File: config.mk
export PLATFORM = sky130hd
export DESIGN_NAME = bit_deserializer
export DESIGN_NICKNAME = d
export VERILOG_FILES = /design/src/rtl/bit_deserializer.sv
export SDC_FILE = /design/constraint.sdc
export NUM_CORES = 1
export LEC_CHECK = 0
export ABC_CLOCK_PERIOD_IN_PS = 4150
export BUFFER_PORTS_ARGS = -buffer_cell sky130_fd_sc_hd__buf_2
export CORE_MARGIN = 2
export CORE_UTILIZATION = 40
export CTS_CLUSTER_DIAMETER = 30
export DETAILED_ROUTE_END_ITERATION = 10
export PLACE_DENSITY_LB_ADDON = 0.15
export SLEW_MARGIN = 40
export SYNTH_ARGS = -nofsm -noshare
export SYNTH_HDL_FRONTEND = slang
export SYNTH_SLANG_ARGS = --single-unit
File: constraint.sdc
create_clock -name clk -period 4.15 [get_ports clk]
set_input_delay 0.2075 -clock clk [delete_from_list [all_inputs] [get_ports clk]]
set_output_delay 0.2075 -clock clk [all_outputs]
set_load 0.005 [all_outputs]
File: src/rtl/bit_deserializer.sv
// Serial-to-parallel receiver: collects ce-qualified bits into C_WIDTH-bit words and
// presents them on a valid/ready port, flagging mid-word resyncs and dropped words.
module bit_deserializer #(
   parameter int C_WIDTH     = 8,
   parameter bit C_MSB_FIRST = 1'b1
) (
   input  logic               clk,
   input  logic               rst,
   input  logic               ce,
   input  logic               data_in,
   input  logic               frame_start,
   output logic [C_WIDTH-1:0] data_out,
   output logic               data_valid,
   input  logic               data_ready,
   output logic               sync_err,
   output logic               overflow
);

   localparam int CNT_W = $clog2(C_WIDTH + 1);

   typedef enum logic {IDLE = 1'b0, RECV = 1'b1} state_t;

   state_t             state, state_nxt;
   logic [C_WIDTH-1:0] shift_reg, shift_nxt, shift_base, word;
   logic [CNT_W-1:0]   bit_cnt, cnt_nxt, cnt_base, cnt_inc;
   logic [C_WIDTH-1:0] data_out_nxt;
   logic               data_valid_nxt, sync_err_nxt, overflow_nxt;
   logic               restart, accept, complete;

   always_comb begin
      state_nxt      = state;
      shift_nxt      = shift_reg;
      cnt_nxt        = bit_cnt;
      shift_base     = shift_reg;
      cnt_base       = bit_cnt;
      data_out_nxt   = data_out;
      data_valid_nxt = data_valid;
      restart        = ce && frame_start;
      accept         = ce && ((state == RECV) || frame_start);

      // A qualified frame_start always restarts the word from an empty shifter
      if (restart) begin
         shift_base = '0;
         cnt_base   = '0;
      end
      word     = C_MSB_FIRST ? {shift_base[C_WIDTH-2:0], data_in}
                             : {data_in, shift_base[C_WIDTH-1:1]};
      cnt_inc  = cnt_base + 1'b1;
      complete = accept && (cnt_inc == CNT_W'(C_WIDTH));

      if (accept) begin
         state_nxt = RECV;
         shift_nxt = word;
         cnt_nxt   = complete ? '0 : cnt_inc;
      end

      sync_err_nxt = restart && (state == RECV) && (bit_cnt != '0);
      overflow_nxt = complete && data_valid && !data_ready;

      // The completed word bypasses the shifter so valid follows the last bit by one clock
      if (complete && (!data_valid || data_ready)) begin
         data_out_nxt   = word;
         data_valid_nxt = 1'b1;
      end else if (data_valid && data_ready) begin
         data_valid_nxt = 1'b0;
      end
   end

   always_ff @(posedge clk or posedge rst) begin
      if (rst) begin
         state      <= IDLE;
         shift_reg  <= '0;
         bit_cnt    <= '0;
         data_out   <= '0;
         data_valid <= 1'b0;
         sync_err   <= 1'b0;
         overflow   <= 1'b0;
      end else begin
         state      <= state_nxt;
         shift_reg  <= shift_nxt;
         bit_cnt    <= cnt_nxt;
         data_out   <= data_out_nxt;
         data_valid <= data_valid_nxt;
         sync_err   <= sync_err_nxt;
         overflow   <= overflow_nxt;
      end
   end

endmodule

==> flow_summary.yaml <==
outcome:
  status: "finished clean"
global_routing:
  antenna_found_initial: 0
  grt.total_usage_pct: 15.6
  grt.overflow.total: 0
  grt_pass1_vias: 712
  grt_pass1_wl_um: 3240
  grt_max_degree: 24
place:
  io_buffers: 16
  finalWeightedCongestion: 0.712
  dp_hpwl_um: 1260
  place_ws_ns: 2.15
floorplanning:
  std_cell_rows: 18
  dieArea_sq_um: 3020
  die_h_um: 55.0
  chipWidth_um: 55.0
  io_pins: 17
  initial_core_util_pct: 41.9
  core_area_sq_um: 2480
final_layout:
  syn_to_final_growth_pct: 11.8
  largest_register_ffs: 8
  nFillCells: 255
  final_util_pct: 46.9
  nets: 112
  n_antenna_cell: 0
  drive_gt1_share_pct: 22.9
detailed_routing:
  drtAntennaViolNets: 0
  drt_wl_total_um: 1870
  post-route-drc-count: 0
  drtIter0Drc: 7
  first_pass_iters: 4
  drt-wirelength-per-cell_um: 13.9
  vias: 701
  vias_per_cell: 5.19
clock_tree:
  clock_sinks: 23
  cts_buffers: 3
  cts-htree-levels: 1
  post_cts_buffers: 0
  cts_tree: "yes"
  clock-root-buffer: "clkbuf_4"
  cts.reportedPaths.clkPinSlew_ns: 0.12
  clk_latency_ns: 0.31
  cts_buffer_depth: 2
critical_path:
  cp_slowest_cell: "nor4b_4"
  cp-end-kind: "flip-flop"
  cpLargestDelayFamily: "simple AND/OR/NAND/NOR gates"
  cp-start-kind: "flip-flop"
  path_max_fanout: 15
  cp_cell_sequence: "nand4b_4, nor4b_4, mux2_4"
  path_class: "flip-flop to flip-flop"
  critPathMaxStageDelay_ns: 0.73
  reg2reg_slack_ns: 2.13
  path_buf_inv: 0
  cp_data_required_time_ns: 4.36
  worstPathArrival_ns: 2.23
yosys:
  synth_compound_area_share_pct: 11.2
  synth_top_family_by_area: "simple AND/OR/NAND/NOR gates"
  synth_mux_area_share_pct: 11.2
  synth.avg_cell_area_sq_um: 11.8
  synthDistinctLibCells: 24
  synth_edf_count: 0
  synthAdderAreaFrac_pct: 0
  yosys_warnings: 0
  synth_nets: 94
  synthCells: 88
  ys_seq_area_share_pct: 55.4
  ys_ff_latch: 23
  synth_area_sq_um: 1040
  yosys.area_share.simple_pct: 15.9
  synthFlopType: "dfrtp_1"
  async_flop_share_pct: 100
  synth_xor_area_share_pct: 0
power:
  max-vdd-ir-drop_v: 0.000283
  swShare_pct: 28.6
  power_frac_clock_pct: 20.1
  pwr-share-comb_pct: 21.7
  power.leakage_nw: 0.549
  cellPowerDensity_nw_per_um2: 440
  seqPwrFrac_pct: 58.2
  intPower_mw: 0.365
  p_switching_mw: 0.146
  power_mw: 0.511
sta:
  drv_slew: 0
  fmax_ghz: 0.495
  tightestPinTransition_ns: 0.771
  fin_skew_ns: 0.00390
  postLayoutSetupSlackWorst_ns: 2.13
  final-setup-viol-count: 0
  rsz0062_at_grt: "false"
  min_period_ns: 2.02
  fin_crit_sh_pct: 48.6
  slew_headroom_pct: 48.4
  hold_viol_final: 0
  finalSetupTns_ns: 0
job:
  maxCapViolations: 0
min_path:
  hold_class: "input pin to flip-flop"
==> path summary, 6_finish.rpt <==
path / from / to / cells after the start
worst min register to register: shift_reg[6] / shift_reg[6] / 1
min in group asynchronous: rst / data_out[5] / 3
worst max register to register: state / data_out[0] / 3
worst min-delay path: data_in / data_out[0] / 2
max in group asynchronous: rst / overflow / 3
worst max-delay path: state / data_out[0] / 3
==> metal layers <==
metal / wire length [um] / vias to the layer above / track usage [%] / share of wire, %
li1: - / 336 / - / -
met1: 888 / 343 / 19.9 / 47
met2: 854 / 17 / 25.2 / 46
met3: 77 / 5 / 2.42 / 4.1
met4: 52 / 0 / 8.54 / 2.8
met5: 0 / - / 0 / 0
==> stage by stage <==
stage / instance area, sq um / hold slack, ns / cells
5_1_grt: 1160 / 0.131 / 135
2_1_floorplan: 1040 / 0.209 / 88
3_5_place_dp: 1120 / 0.263 / 130
3_3_place_gp: 1120 / 0.434 / 130
6_report: 1160 / 0.138 / 135
4_1_cts: 1160 / 0.124 / 135
==> layout make-up <==
| type | count | area, sq um | share of cell area, % |
|---|---|---|---|
| flip-flops and latches | 23 | 576 | 49.6 |
| multi-input cells | 52 | 398 | 34.3 |
| repair buffers | 17 | 90.1 | 7.76 |
| well taps | 30 | 37.5 | 3.23 |
| inverters | 9 | 33.8 | 2.91 |
| clock buffers | 4 | 26.3 | 2.26 |
==> Yosys cell counts, types with 2 or more instances <==
library cell	count	area, sq um
nor2b_1	5	31.3
dfrtp_1	23	576
o2bb2ai_1	5	43.8
nor3b_1	2	15.0
a22o_1	2	17.5
nand2b_1	2	12.5
buf_6	2	22.5
mux2i_1	9	90.1
inv_1	9	33.8
a31oi_1	4	25.0
nand2_1	10	37.5
o21ai_0	3	15.0
==> worst reg2reg max path: stages (launching register included) <==
cell and delay, ns:
dfrtp_1 0.65, nand4b_4 0.19, nor4b_4 0.73, mux2_4 0.35
==> power groups by stage <==
stage               Combinational [mW]  Clock, mW  Sequential (mW)
CTS                              0.114      0.110            0.299
finish                           0.111      0.103            0.298
floorplan                       0.0614          0            0.303
detailed placement               0.113          0            0.302
global route                     0.129      0.115            0.308
global placement                 0.111          0            0.301
==> cell usage in the layout (no fill, tap or decap) <==
| cell | synthesis | routed |
|---|---|---|
| o2bb2ai_1 | 5 | 5 |
| nor2b_1 | 5 | 5 |
| nor2_1 | 1 | 1 |
| o21ai_0 | 3 | 3 |
| mux2_2 | 1 | 1 |
| nand2_1 | 10 | 10 |
| inv_1 | 9 | 8 |
| nand2b_1 | 2 | 2 |
| nand4b_4 | 1 | 1 |
| mux2_4 | 1 | 1 |
| clkbuf_1 | 1 | 1 |
| clkbuf_4 | 0 | 3 |
| o211a_1 | 1 | 1 |
| a31oi_1 | 4 | 4 |
| buf_2 | 1 | 16 |
| nor4b_4 | 1 | 1 |
| nor4_1 | 1 | 1 |
| mux2i_1 | 9 | 9 |
| or3_1 | 1 | 1 |
| nor3b_1 | 2 | 2 |
| dlygate4sd3_1 | 0 | 1 |
| a21oi_1 | 1 | 1 |
| nand3_1 | 1 | 1 |
| dfrtp_1 | 23 | 23 |
| a22o_1 | 2 | 2 |
| inv_2 | 0 | 1 |
==> cell families after synthesis <==
logic type | Yosys count
AO/OA/AOI/OAI | 16
buffers and inverters | 13
flip-flops | 23
multiplexers | 11
AND/OR/NAND/NOR | 25
==> what timing repair did <==
| action | CTS | global route |
|---|---|---|
| hold endpoints to repair | 23 | 0 |
| resized for setup | 0 | 0 |
| hold buffers | 1 | 0 |
(Power assumes the default switching activity.)
